**src/rtl/recon_sample_scheduler.sv**
```systemverilog
`default_nettype none
// ============================================================================
// Module   : recon_sample_scheduler
// Purpose  : Sequences reconstruction-filter flush/settle/run and decimates
//            filter output into a small output FIFO with overflow tracking.
// Revision : 1.0 - initial release
// ============================================================================
module recon_sample_scheduler #(
  parameter int IN_BW      = 24,
  parameter int CNT_BW     = 16,
  parameter int FIFO_DEPTH = 4
) (
  input  logic                    i_clock,
  input  logic                    i_reset,
  input  logic                    i_enable,
  input  logic [CNT_BW-1:0]       i_cfg_div,
  input  logic [CNT_BW-1:0]       i_cfg_settle,
  input  logic signed [IN_BW-1:0] i_filt_out,
  output logic                    o_filt_reset,
  output logic signed [IN_BW-1:0] o_out_data,
  output logic                    o_out_valid,
  input  logic                    i_out_ready,
  output logic                    o_running,
  output logic                    o_overflow,
  output logic [7:0]              o_drop_count
);

  localparam int c_PTR_W = (FIFO_DEPTH > 1) ? $clog2(FIFO_DEPTH) : 1;
  localparam int c_OCC_W = c_PTR_W + 1;
  localparam logic [CNT_BW-1:0]  c_CNT_ONE = CNT_BW'(1);
  localparam logic [CNT_BW:0]    c_INC_ONE = (CNT_BW+1)'(1);
  localparam logic [c_PTR_W-1:0] c_PTR_ONE = c_PTR_W'(1);
  localparam logic [c_OCC_W-1:0] c_OCC_ONE = c_OCC_W'(1);
  localparam logic [c_OCC_W-1:0] c_FULL    = c_OCC_W'(FIFO_DEPTH);

  typedef enum logic [1:0] {
    ST_IDLE   = 2'd0,
    ST_FLUSH  = 2'd1,
    ST_SETTLE = 2'd2,
    ST_RUN    = 2'd3
  } state_t;

  state_t              r_state;
  logic [CNT_BW-1:0]   r_cnt;
  logic [CNT_BW-1:0]   r_div_m1;
  logic [CNT_BW-1:0]   r_settle;
  logic                r_filt_reset;
  logic                r_running;

  logic signed [IN_BW-1:0] r_mem [FIFO_DEPTH];
  logic [c_PTR_W-1:0]      r_rd_ptr;
  logic [c_PTR_W-1:0]      r_wr_ptr;
  logic [c_OCC_W-1:0]      r_count;
  logic signed [IN_BW-1:0] r_out_data;
  logic                    r_out_valid;
  logic                    r_overflow;
  logic [7:0]              r_drop_count;

  logic                    w_capture;
  logic                    w_flush_entry;
  logic [CNT_BW:0]         w_cnt_inc;
  logic                    w_full;
  logic                    w_pop;
  logic                    w_push;
  logic                    w_drop;
  logic [c_PTR_W-1:0]      w_rd_next;
  logic [c_OCC_W-1:0]      w_count_next;
  logic signed [IN_BW-1:0] w_head_next;

  assign w_capture     = (r_state == ST_RUN) && (r_cnt == r_div_m1);
  assign w_flush_entry = (r_state == ST_IDLE) && i_enable;
  assign w_cnt_inc     = {1'b0, r_cnt} + c_INC_ONE;

  // Filt_reset and running are computed from the next state so they line up
  // with the state register rather than lagging it by a cycle.
  always_ff @(posedge i_clock) begin
    if (i_reset) begin
      r_state      <= ST_IDLE;
      r_cnt        <= '0;
      r_div_m1     <= '0;
      r_settle     <= '0;
      r_filt_reset <= 1'b1;
      r_running    <= 1'b0;
    end else begin
      case (r_state)
        ST_IDLE: begin
          if (i_enable) begin
            r_state  <= ST_FLUSH;
            r_cnt    <= '0;
            r_div_m1 <= (i_cfg_div == '0) ? '0 : (i_cfg_div - c_CNT_ONE);
            r_settle <= i_cfg_settle;
          end
        end
        ST_FLUSH: begin
          if (!i_enable) begin
            r_state <= ST_IDLE;
            r_cnt   <= '0;
          end else if (r_cnt == c_CNT_ONE) begin
            r_state      <= ST_SETTLE;
            r_cnt        <= '0;
            r_filt_reset <= 1'b0;
          end else begin
            r_cnt <= r_cnt + c_CNT_ONE;
          end
        end
        ST_SETTLE: begin
          if (!i_enable) begin
            r_state      <= ST_IDLE;
            r_cnt        <= '0;
            r_filt_reset <= 1'b1;
          end else if (w_cnt_inc >= {1'b0, r_settle}) begin
            r_state   <= ST_RUN;
            r_cnt     <= '0;
            r_running <= 1'b1;
          end else begin
            r_cnt <= r_cnt + c_CNT_ONE;
          end
        end
        ST_RUN: begin
          if (!i_enable) begin
            r_state      <= ST_IDLE;
            r_cnt        <= '0;
            r_filt_reset <= 1'b1;
            r_running    <= 1'b0;
          end else if (r_cnt == r_div_m1) begin
            r_cnt <= '0;
          end else begin
            r_cnt <= r_cnt + c_CNT_ONE;
          end
        end
        default: begin
          r_state      <= ST_IDLE;
          r_cnt        <= '0;
          r_filt_reset <= 1'b1;
          r_running    <= 1'b0;
        end
      endcase
    end
  end

  assign w_full    = (r_count == c_FULL);
  assign w_pop     = r_out_valid & i_out_ready;
  assign w_push    = w_capture & (~w_full | w_pop);
  assign w_drop    = w_capture & w_full & ~w_pop;
  assign w_rd_next = w_pop ? (r_rd_ptr + c_PTR_ONE) : r_rd_ptr;

  // When the new head slot is the one being written this cycle, bypass memory.
  assign w_head_next = (w_push && (w_rd_next == r_wr_ptr)) ? i_filt_out : r_mem[w_rd_next];

  always_comb begin
    w_count_next = r_count;
    if (w_push && !w_pop) begin
      w_count_next = r_count + c_OCC_ONE;
    end else if (!w_push && w_pop) begin
      w_count_next = r_count - c_OCC_ONE;
    end
  end

  always_ff @(posedge i_clock) begin
    if (w_push) begin
      r_mem[r_wr_ptr] <= i_filt_out;
    end
  end

  always_ff @(posedge i_clock) begin
    if (i_reset) begin
      r_rd_ptr     <= '0;
      r_wr_ptr     <= '0;
      r_count      <= '0;
      r_out_data   <= '0;
      r_out_valid  <= 1'b0;
      r_overflow   <= 1'b0;
      r_drop_count <= '0;
    end else if (w_flush_entry) begin
      r_rd_ptr     <= '0;
      r_wr_ptr     <= '0;
      r_count      <= '0;
      r_out_valid  <= 1'b0;
      r_overflow   <= 1'b0;
      r_drop_count <= '0;
    end else begin
      if (w_push) begin
        r_wr_ptr <= r_wr_ptr + c_PTR_ONE;
      end
      r_rd_ptr    <= w_rd_next;
      r_count     <= w_count_next;
      r_out_valid <= (w_count_next != '0);
      if (w_count_next != '0) begin
        r_out_data <= w_head_next;
      end
      if (w_drop) begin
        r_overflow <= 1'b1;
        if (r_drop_count != 8'hFF) begin
          r_drop_count <= r_drop_count + 8'd1;
        end
      end
    end
  end

  assign o_filt_reset = r_filt_reset;
  assign o_running    = r_running;
  assign o_out_data   = r_out_data;
  assign o_out_valid  = r_out_valid;
  assign o_overflow   = r_overflow;
  assign o_drop_count = r_drop_count;

endmodule
`default_nettype wire

```
**config.mk**
```make
export PLATFORM = sky130hd
export DESIGN_NAME = recon_sample_scheduler
export DESIGN_NICKNAME = d
export VERILOG_FILES = /design/src/rtl/recon_sample_scheduler.sv
export SDC_FILE = /design/constraint.sdc
export NUM_CORES = 1
export LEC_CHECK = 0
export CAP_MARGIN = 15
export CORE_MARGIN = 2
export CORE_UTILIZATION = 50
export CTS_BUF_LIST = sky130_fd_sc_hd__clkbuf_8 sky130_fd_sc_hd__clkbuf_16
export CTS_CLUSTER_DIAMETER = 200
export DETAILED_ROUTE_END_ITERATION = 10
export PLACE_DENSITY = 0.72
export SLEW_MARGIN = 20
export SYNTH_ARGS = -nofsm -noshare
export SYNTH_HDL_FRONTEND = slang
export SYNTH_SLANG_ARGS = --single-unit
```
**constraint.sdc**
```tcl
create_clock -name i_clock -period 4.3 [get_ports i_clock]
set_input_delay 0.86 -clock i_clock [delete_from_list [all_inputs] [get_ports i_clock]]
set_output_delay 0.86 -clock i_clock [all_outputs]
set_load 0.01 [all_outputs]
```
==> impl_metrics.csv <==
group,metric,value,unit
outcome,status,"finished, final reports clean",
worst_setup_path,critPathMaxFanout,20,
yosys,synth_top_area_share,0.3292,
die,ios,96,
layout,n_fill_cell,1346,
yosys,synthDistinctLibCells,55,
power_and_ir_drop,powerDensity,356.0,nW/um^2
clock_tree,htreeDepth,4,
routing,drt_first_pass_iters,5,
clock_tree,path_clk_slew,70,ps
clock_tree,cts_buffer_depth,2,
layout,area_growth,20.16,%
clock_tree,numCtsBuffers,17,
sta,fmax,253.1,MHz
layout,drive_gt1_frac,0.1364,
clock_tree,cts_tree,"built",
layout,antenna_cells,0,
sta,worst_pin_slew,1004,ps
yosys,synth_nets,832,
clock_tree,clkLatencyLatePin,430,ps
global_route,track_usage,0.2117,
layout,final_util,0.6104,
yosys,synth_area_leaders,"edfxtp_1 33%, dfxtp_1 21%, mux4_2 6.2%",
worst_setup_path,crit_arrival,4310,ps
yosys,ys.flop_type,"edfxtp_1",
routing,routed_wl,18690,um
die,core,17240,sq um
place,gp_congestion,0.8470,
die,start_util,0.5080,
yosys,async_reset_ff_frac,0,
worst_setup_path,r2r.worst_path.cells,15,
flow_run,cap_violations,0,
min_path,holdPathStages,2,
clock_tree,cts_resized,0,
worst_setup_path,reg2reg_slack,350,ps
routing,drc,0,
sta,timing.setup.tns,0,ps
yosys,synthCells,745,
yosys,ys_seq_area_frac,0.5419,
worst_setup_path,end_kind,"flop",
yosys,netlist_top_cells_count,"96 x edfxtp_1, 93 x dfxtp_1, 88 x nand2_1",
worst_setup_path,cp-start-kind,"flop",
sta,rsz0062_at_grt,"false",
place,dp_slack,415.6,ps
die,die_y,136.3,um
die,fp.dieW,136.3,um
sta,setup_viol,0,
sta,hold_viol,0,
sta,period_minus_slack,3952,ps
yosys,synth_largest_area_cell,"edfxtp_1",
min_path,worstHoldPathType,"reg2reg",
routing,first_iter_violations,450,
sta,drv_slew,0,
routing,via_count,5998,
power_and_ir_drop,ir_worst_vdd,286.2,uV
global_route,antenna_found_initial,0,
place,dp_hpwl,13060,um
place,dpl_cell_area,9908,sq um
sta,fin_ws,348.5,ps
worst_setup_path,required,4660,ps
layout,layout.nets,917,
routing,wl_per_cell,17.50,um
sta,skew,9.743,ps
yosys,syn_avg_cell_area,11.75,sq um
worst_setup_path,path_class,"reg2reg",
sta,min_period_over_period,0.9190,
yosys,yosysMostFrequentCell,"edfxtp_1",
global_route,grt_pass1_wl,30550,um
global_route,grt_max_degree,45,
power_and_ir_drop,leakagePower,3.518,nW
die,rows,48,
power_and_ir_drop,power,3.745,mW
sta,max_slew_margin,0.3281,
clock_tree,cts.sinks,189,
clock_tree,postCtsHoldBufs,0,
yosys,yosysWarnings,0,
place,port_buffers,95,
worst_setup_path,reg2reg_from,"r_cnt[2]",
yosys,synth_edf_count,96,
routing,drtAntennaViolNets,0,
clock_tree,cts_setup_buffers,0,
yosys,synth_area,8756,sq um
min_path,worstHoldStart,"r_settle[1]",
routing,viasPerCell,5.616,
die,die_area,18590,sq um
global_route,grt_pass1_vias,6084,
yosys,ys_seq_elements,189,
global_route,grt.overflow.total,0,
layout,design_area,10520,sq um
min_path,hold_end,"r_settle[1]",
worst_setup_path,timing.rr.end,"r_cnt[3]",
clock_tree,cts_root_buffer,"clkbuf_16",
-- cell families after synthesis --
logic type | count (synthesis) | synth area share
AND/OR/NAND/NOR | 222 | 0.1250
flip-flops | 189 | 0.5419
AO/OA/AOI/OAI | 131 | 0.1032
buffers and inverters | 72 | 0.03872
XOR/XNOR | 52 | 0.05887
multiplexers | 52 | 0.09374
adder cells (fa/ha/maj) | 27 | 0.03858
-- power breakdown --
part	leakage, nW	internal (mW)	switching (mW)
Combinational	1.61	0.0966	0.117
Clock	0.292	0.932	0.673
Sequential	1.62	1.91	0.0176
Total	3.52	2.94	0.807
-- sequential cells by signal, indices dropped and copies added, names as in the netlist --
register and cells:
r_wr_ptr 2, o_drop_count 8, r_cnt 16, r_settle 16, o_out_valid 1, o_overflow 1
o_filt_reset 1, o_running 1, r_count 3, o_out_data 24, r_rd_ptr 2, r_state 2
r_mem 96, r_div_m1 16
-- worst max-delay path, stage by stage (launching register included) --
cell	delay (ps)
dfxtp_1	510
nand3_1	200
or2_2	370
nor2_1	250
nand3_1	240
xnor2_1	200
ha_1	300
nand2_1	60
o21ai_0	80
a2111oi_0	380
o2111a_1	240
o21ai_0	220
o31ai_2	250
buf_4	270
o21ai_0	130
a21oi_1	170
-- worst max path at each step --
stage / startpoint / end / slack [ps] / cells after the start
final: r_cnt[2] / r_cnt[3] / 350 / 15
after global routing: r_cnt[2] / r_cnt[3] / 20 / 15
after CTS: r_cnt[2] / r_cnt[5] / 380 / 15
after detailed placement: r_cnt[2] / r_cnt[3] / 420 / 15
after global placement: r_cnt[2] / r_cnt[5] / 610 / 15
after floorplan: r_cnt[2] / r_cnt[3] / 900 / 16
-- routing by layer --
metal  track usage  part of all wire  vias up  wire length (um)
li1              -                 -     2879                 -
met1        0.2795              0.46     2976              8559
met2        0.3571              0.50      128              9278
met3       0.03505             0.035       15               658
met4       0.06829             0.010        0               194
met5             0                 0        -                 0
-- cells in the final DEF (no fill, tap or decap), types with 20 or more instances in the layout --
| cell | instances |
|---|---|
| edfxtp_1 | 96 |
| clkdlybuf4s50_1 | 94 |
| dfxtp_1 | 93 |
| nand2_1 | 88 |
| a21oi_1 | 51 |
| nor2_1 | 48 |
| xnor2_1 | 30 |
| inv_1 | 28 |
| mux2i_1 | 28 |
| ha_1 | 27 |
| o21ai_0 | 25 |
| mux4_2 | 24 |
| a211oi_2 | 20 |
-- final cells by class --
type / instances / area, sq um / share of cell area
clock buffers: 18 / 439.2 / 0.04174
clock inverters: 14 / 167.7 / 0.01594
inverters: 28 / 105.1 / 0.009989
multi-input cells: 484 / 3700 / 0.3516
flip-flops and latches: 189 / 4745 / 0.4509
well taps: 225 / 281.5 / 0.02676
repair buffers: 110 / 1084 / 0.1030
-- per-stage QoR --
step	cells	hold WS, ps
after CTS	1068	457.2
after detailed placement	1036	447.7
after floorplan	745	436.3
final	1068	453.7
after global placement	1036	448.9
after global routing	1068	481.7
Note: power is estimated with default switching activity, not from simulation.
